File: src/rtl/mem_port_arbiter.sv
`default_nettype none
// ============================================================================
// Module   : mem_port_arbiter
// Purpose  : Two-port (A: CPU data, B: loader/debug) arbiter onto one memory
//            port, with bus-lock ownership and 1-cycle read-return routing.
//            Define MEM_ARB_RR_EN for round-robin IDLE arbitration (default:
//            port A fixed priority).
// Revision : 1.0  initial release
// ============================================================================
module mem_port_arbiter #(
    parameter int ALEN     = 32,
    parameter int XLEN     = 32,
    parameter int MAX_LOCK = 16
) (
    input  logic            clk,
    input  logic            rst,
    input  logic            a_req,
    input  logic            a_lock,
    input  logic            a_we,
    input  logic [ALEN-1:0] a_addr,
    input  logic [XLEN-1:0] a_wdata,
    input  logic [3:0]      a_be,
    input  logic [2:0]      a_funct3,
    output logic            a_gnt,
    output logic            a_rvalid,
    output logic [XLEN-1:0] a_rdata,
    input  logic            b_req,
    input  logic            b_lock,
    input  logic            b_we,
    input  logic [ALEN-1:0] b_addr,
    input  logic [XLEN-1:0] b_wdata,
    input  logic [3:0]      b_be,
    input  logic [2:0]      b_funct3,
    output logic            b_gnt,
    output logic            b_rvalid,
    output logic [XLEN-1:0] b_rdata,
    output logic [ALEN-1:0] mem_addr,
    output logic [XLEN-1:0] mem_wdata,
    output logic            mem_we,
    output logic [3:0]      mem_be,
    output logic [2:0]      mem_funct3,
    input  logic [XLEN-1:0] mem_rdata
);

    typedef enum logic [1:0] {
        ST_IDLE  = 2'd0,
        ST_OWN_A = 2'd1,
        ST_OWN_B = 2'd2
    } state_t;

    // The entry grant is the first of MAX_LOCK; owned-state grants count from 1.
    localparam logic [7:0] c_lock_last = 8'(MAX_LOCK - 1);

    state_t     r_state;
    logic       r_ptr;          // 0: A wins contention, 1: B wins
    logic [7:0] r_lock_cnt;
    logic       r_rv_a;
    logic       r_rv_b;

    logic       w_gnt_a;
    logic       w_gnt_b;
    logic [7:0] w_cnt_next;

    assign w_cnt_next = r_lock_cnt + 8'd1;

    always_comb begin
        w_gnt_a = 1'b0;
        w_gnt_b = 1'b0;
        if (rst) begin
            case (r_state)
                ST_IDLE: begin
                    if (a_req && b_req) begin
                        w_gnt_a = ~r_ptr;
                        w_gnt_b = r_ptr;
                    end else begin
                        w_gnt_a = a_req;
                        w_gnt_b = b_req;
                    end
                end
                ST_OWN_A: w_gnt_a = a_req;
                ST_OWN_B: w_gnt_b = b_req;
                default: begin
                    w_gnt_a = 1'b0;
                    w_gnt_b = 1'b0;
                end
            endcase
        end
    end

    always_ff @(posedge clk or negedge rst) begin
        if (!rst) begin
            r_state    <= ST_IDLE;
            r_ptr      <= 1'b0;
            r_lock_cnt <= 8'd0;
            r_rv_a     <= 1'b0;
            r_rv_b     <= 1'b0;
        end else begin
            r_rv_a <= w_gnt_a & ~a_we;
            r_rv_b <= w_gnt_b & ~b_we;
            case (r_state)
                ST_IDLE: begin
                    if (w_gnt_a || w_gnt_b) begin
`ifdef MEM_ARB_RR_EN
                        r_ptr <= w_gnt_a;
`else
                        r_ptr <= 1'b0;
`endif
                        if (w_gnt_a && a_lock) begin
                            r_state    <= ST_OWN_A;
                            r_lock_cnt <= 8'd0;
                        end else if (w_gnt_b && b_lock) begin
                            r_state    <= ST_OWN_B;
                            r_lock_cnt <= 8'd0;
                        end
                    end
                end
                ST_OWN_A: begin
                    if (w_gnt_a) begin
                        r_lock_cnt <= w_cnt_next;
                        if (!a_lock) begin
                            r_state <= ST_IDLE;
                        end else if (w_cnt_next == c_lock_last) begin
                            r_state <= ST_IDLE;
                            r_ptr   <= 1'b1;
                        end
                    end else if (!a_lock) begin
                        r_state <= ST_IDLE;
                    end
                end
                ST_OWN_B: begin
                    if (w_gnt_b) begin
                        r_lock_cnt <= w_cnt_next;
                        if (!b_lock) begin
                            r_state <= ST_IDLE;
                        end else if (w_cnt_next == c_lock_last) begin
                            r_state <= ST_IDLE;
                            r_ptr   <= 1'b0;
                        end
                    end else if (!b_lock) begin
                        r_state <= ST_IDLE;
                    end
                end
                default: r_state <= ST_IDLE;
            endcase
        end
    end

    always_comb begin
        mem_addr   = '0;
        mem_wdata  = '0;
        mem_we     = 1'b0;
        mem_be     = 4'd0;
        mem_funct3 = 3'd0;
        if (w_gnt_a) begin
            mem_addr   = a_addr;
            mem_wdata  = a_wdata;
            mem_we     = a_we;
            mem_be     = a_be;
            mem_funct3 = a_funct3;
        end else if (w_gnt_b) begin
            mem_addr   = b_addr;
            mem_wdata  = b_wdata;
            mem_we     = b_we;
            mem_be     = b_be;
            mem_funct3 = b_funct3;
        end
    end

    assign a_gnt    = w_gnt_a;
    assign b_gnt    = w_gnt_b;
    assign a_rvalid = r_rv_a;
    assign b_rvalid = r_rv_b;
    assign a_rdata  = r_rv_a ? mem_rdata : '0;
    assign b_rdata  = r_rv_b ? mem_rdata : '0;

endmodule
`default_nettype wire
File: config.mk
export PLATFORM = sky130hd
export DESIGN_NAME = mem_port_arbiter
export DESIGN_NICKNAME = d
export VERILOG_FILES = /design/src/rtl/mem_port_arbiter.sv
export SDC_FILE = /design/constraint.sdc
export NUM_CORES = 1
export LEC_CHECK = 0
export CORE_AREA = 2 2 124 126
export CTS_CLUSTER_SIZE = 30
export DETAILED_ROUTE_END_ITERATION = 12
export DIE_AREA = 0 0 126 128
export SLEW_MARGIN = 0
export SYNTH_ARGS = -nofsm -noshare
export SYNTH_HDL_FRONTEND = slang
export SYNTH_SLANG_ARGS = --single-unit
File: constraint.sdc
create_clock -name clk -period 2.8 [get_ports clk]
set_input_delay 0.7 -clock clk [delete_from_list [all_inputs] [get_ports clk]]
set_output_delay 0.7 -clock clk [all_outputs]
set_load 0.05 [all_outputs]
Word level (Yosys, flattened, before mapping)
Index checks and enable logic that the tools add are counted.
{"block": "word_totals", "register_bits": 13, "in_bits": 182, "out_inout_bits": 140, "elab_cells": 76}
{"block": "op_classes", "n_addsub": 1, "eq_ne": 13, "n_mux": 43, "n_bitwise": 5, "reduce_logical": 9}
{"op": "$mux 32", "n": 6}
{"op": "$mux 8", "n": 5}
{"op": "$pmux 8 s3", "n": 1}
{"op": "$mux 2", "n": 10}
{"op": "$ne 2x2->1 const B", "n": 7}
{"op": "$mux 1", "n": 13}
{"op": "$ne 3x3->1 const B", "n": 3}
{"op": "$add 8x1->8 const B", "n": 1}
{"op": "$eq 8x4->1 const B", "n": 1}
{"op": "$mux 4", "n": 2}
{"op": "$reduce_and 8->1", "n": 1}
{"op": "$mux 3", "n": 2}
{"op": "$pmux 2 s3", "n": 1}
{"op": "$reduce_and 5->1", "n": 1}
{"op": "$pmux 1 s2", "n": 2}
{"op": "$reduce_and 4->1", "n": 1}
{"op": "$logic_and 1x1->1", "n": 3}
{"op": "$not 1->1", "n": 3}
{"op": "$pmux 1 s3", "n": 1}
{"op": "$reduce_bool 3->1", "n": 1}
{"op": "$and 1x1->1", "n": 2}
{"op": "$eq 2x1->1 const B", "n": 1}
{"op": "$eq 2x2->1 const B", "n": 1}
{"op": "$logic_not 2->1", "n": 1}
{"op": "$logic_or 1x1->1", "n": 1}

Logic depth before layout (Yosys ltp)
{"block": "depth", "depth_word": 9, "mapped_depth": 9}

Worst setup path after synthesis
Ideal clock, no wire load.
{"block": "synth_timing", "path_type": "reg2out", "from": "register r_state[0]", "to": "output mem_addr[22]", "arrival_ps": 3050, "t_required_ps": 2100, "path_slack_ps": -950, "path_stages_with_launch": 9, "n_path_buf": 2, "path_cell_list": "dfrtp_1 inv_1 ha_1 buf_2 a21oi_1 nor2_1 clkbuf_1 nand2_1 o21ai_0"}
{"block": "synth_via", "elab_chain_len": 5, "elab_cells_between_ends": 9, "cone_classes": "eq/ne (2); mux (6); reduce/logical (1)"}
{"item": "start, declared", "line": "54", "text": "state_t r_state;"}
{"item": "start signal, assigned", "line": "92", "text": "r_state <= ST_IDLE;"}
{"item": "start signal, assigned", "line": "109", "text": "r_state <= ST_OWN_A;"}
{"item": "start signal, assigned", "line": "112", "text": "r_state <= ST_OWN_B;"}
{"item": "$eq 2x2->1 or $logic_not 2->1 (tied branches)", "line": "70", "text": "case (r_state)"}
{"item": "$pmux 1 s2 (*)", "line": "70"}
{"item": "$mux 1 (*)", "line": "69", "text": "if (rst) begin"}
{"item": "net b_gnt", "line": "34", "text": "output logic b_gnt,"}
{"item": "$mux 32 (*)", "line": "160", "text": "end else if (w_gnt_b) begin"}
{"item": "$mux 32 (*)", "line": "154", "text": "if (w_gnt_a) begin"}
{"item": "end, declared", "line": "37", "text": "output logic [ALEN-1:0] mem_addr,"}
Mark *: on every way through the listed nets, which the timed path passes. The rest lies on a longest branch.

Final worst setup path
{"block": "layout_timing", "from": "register r_state[0]", "to": "output mem_addr[1]"}
{"block": "layout_via", "elab_chain_len": 5, "elab_cells_between_ends": 9, "cone_classes": "eq/ne (2); mux (6); reduce/logical (1)"}
{"item": "$eq 2x2->1 or $logic_not 2->1 (tied branches)", "line": "70"}
{"item": "$pmux 1 s2", "line": "70"}
{"item": "$mux 1", "line": "69"}
{"item": "$mux 32", "line": "160"}
{"item": "$mux 32 (*)", "line": "154"}
Every way passes the cells marked *; elsewhere a longest branch is shown, timed or not.

==> out/results.ini <==
[floorplan]
num_io_pins = 322
rows = 45
die_x_um = 126
die_area_mm2 = 0.01613
core_mm2 = 0.01486
dieHeight_um = 128
start_util_pct = 16.03

[flow_run]
cap_viol_max_count = 0

[power_and_ir_drop]
powerDensity_mw_per_mm2 = 615.9
p_leak_nw = 3.416
peakVddDrop_mv = 0.2699

[worst_setup_path]
crit_path_frequent_cell = buf_12
reg2reg_from = r_state[0]
crit_slowest_cell = dfrtp_2
critPathBufInv = 6
arrival_ps = 2130
max_stage_delay_ps = 420
required_ps = 2100
critPathTopFamily = buffers and inverters
crit_chain = inv_4 > ha_4 > a21bo_4 > a21oi_4 > buf_6 > buf_12 > buf_12 > buf_8 > nand2_4 > o21ai_4 > buf_12
rr_worst_depth = 9
cp-end-kind = output pin
regToRegSetupSlack_ps = 570
crit_path_max_fanout = 5
r2r_end = r_lock_cnt[3]
critPathKind = reg -> out
cp-start-kind = flip-flop

[sta]
fin_crit_sh_pct = 100.9
finalWorstSetupSlack_ps = -26.28
drv_slew = 0
slew_headroom_pct = 62.74
max_slew.worst_pin.slew_ps = 550.2
report.final.hold_viol_count = 0
fmax_mhz = 353.8
period_minus_slack_ps = 2826
timing.hold.ws_ps = 528.3
finalSetupViolCount = 3
grt_setup_unrepaired = yes
clock-skew-final_ps = 2.664
fin_setup_tns_ps = -41.44

[synthesis]
ys.flop_type = dfrtp_1
synth_top_area_share_pct = 24.26
postSynthAreaPerCell_um2 = 5.659
yosysMostFrequentCell = nand2_1
syn_nets = 609
yosysTopAreaCell = nand2_1
syn-cell-area_mm2 = 0.002382
synth_cells = 421
yosysWarnings = 0
seq_area_frac_synth_pct = 13.66
synth_edf_count = 0
ys_ff_latch = 13
ys_types = 37
postSynth.asyncResetShare_pct = 100.0
synth_area_leaders = nand2_1, o21ai_0, and2_1
synth_common_cells = nand2_1, o21ai_0, and2_1

[global_route]
grt.total_usage_pct = 18.51
grt_max_degree = 44
use_met1_pct = 20.50
grt_pass1_vias = 4337
gr-max-usage-layer = met2
grt_use_met3_pct = 3.756
use_met2_pct = 36.53
antenna_found_initial = 0
grt_pass1_wl_mm = 23.95
overflow = 0

[clock_network]
clk_pin_slew_ps = 50
clk_latency_ps = 250
ctsHoldBuffers = 0
cts_sinks = 13
cts-root-buf = clkbuf_16
cts_tree = done
cts_max_level = 1
clock_path_buffers = 2
cts_buffers = 3

[run_status]
violations = negative setup slack
status = complete, but fails checks

[routing]
first_iter_violations = 157
drt_first_pass_iters = 4
drt-total-wl_mm = 17.15
wl_per_cell_um = 17.86
vias = 4338
drc = 0
via_per_inst = 4.519
drtAntennaViolNets = 0

[min_path]
whs_path_depth = 1
hold_class = reg -> reg
hold_start = r_lock_cnt[7]
hold_end = r_lock_cnt[7]

[finish]
stdcell_count = 960
diodes = 0
drive_gt1_share_pct = 40.16
fillers = 1248
multi_input_area_mm2 = 0.002450
ff_latch_area_um2 = 326.6
nets = 961
area_growth_pct = 257.6

[placement]
io_buffers = 321
dp_hpwl_mm = 13.33
placed_cells = 932
gp_congestion = 0.9127

where the power goes:
group	leakage [nW]	total, mW	internal (mW)	switching, mW
Combinational	3.21	4.63	2.22	2.41
Clock	0.0382	0.283	0.193	0.0895
Sequential	0.166	0.332	0.251	0.0813
worst max path at each step:
stage / cells past startpoint / endpoint / from / slack, ps
after floorplan: 8 / mem_addr[22] / r_state[0] / -360
after global placement: 8 / mem_addr[23] / b_req / -240
after detailed placement: 8 / mem_addr[23] / b_req / -270
after CTS: 10 / mem_addr[3] / r_state[0] / -20
after global routing: 11 / mem_addr[1] / r_state[0] / -90
final: 11 / mem_addr[1] / r_state[0] / -30
per-layer routing:
layer  up-vias  wire length, um  share of wire (%)
met4         0              242                1.4
met2       221             9312                 54
met1      1993             6396                 37
li1       2107                -                  -
met3        17             1199                7.0
met5         -                0                  0
cell usage in the layout (no fill, tap or decap), types with 5 or more instances in the layout:
cell	Yosys	layout
buf_6	0	9
clkdlybuf4s50_1	0	180
nand3_1	5	5
clkbuf_16	0	9
nand2_2	0	9
a22o_1	5	5
o21ai_2	1	60
o21ai_0	86	14
nand2_4	0	14
buf_12	0	144
and2_1	66	66
dfrtp_1	13	12
nand2_1	154	131
nand2b_1	7	7
o21ai_4	0	13
inv_1	8	5
buf_16	0	5
buf_4	0	24
buf_8	0	8
area by class of cell:
type	count	share of cell area, %
Timing Repair Buffer	379	63.31
Multi-Input combinational cell	368	28.76
Sequential cell	13	3.834
Tap cell	188	2.761
Clock buffer	4	0.9254
Inverter	8	0.4113
flip-flops by register name, summed over array words and instances (netlist names):
register    flops
r_lock_cnt      8
r_ptr           1
a_rvalid        1
r_state         2
b_rvalid        1
cells by family (layout without fill, tap and decap cells):
| kind of cell | after synthesis | count (layout) | synth area share [%] |
|---|---|---|---|
| DFF | 13 | 13 | 13.66 |
| muxes | 1 | 1 | 0.4202 |
| adders and majority gates | 6 | 6 | 3.151 |
| and+or+nand+nor | 253 | 253 | 50.11 |
| buffers and inverters | 40 | 391 | 6.670 |
| AOI/OAI and AO/OA | 108 | 108 | 26.00 |
stage by stage:
stage | setup slack, ps | cell area (um2) | power, mW | utilization, %
floorplan | -355.4 | 2655 | 2.368 | -
global placement | -243.5 | 7686 | 4.312 | 51.71
detailed placement | -270.1 | 7686 | 4.378 | 51.71
CTS | -15.50 | 8033 | 4.927 | 54.04
global route | -85.44 | 8518 | 5.482 | 57.31
finish | -26.28 | 8518 | 5.247 | 57.31
repair_timing:
action | in CTS | in global routing
pin swaps | 3 | 17
setup buffers | 10 | 4
cloned | 4 | 7
gates resized for setup | 27 | 74
endpoints found under the setup margin | 74 | 67
No activity file was read; power rests on OpenSTA's default activity.
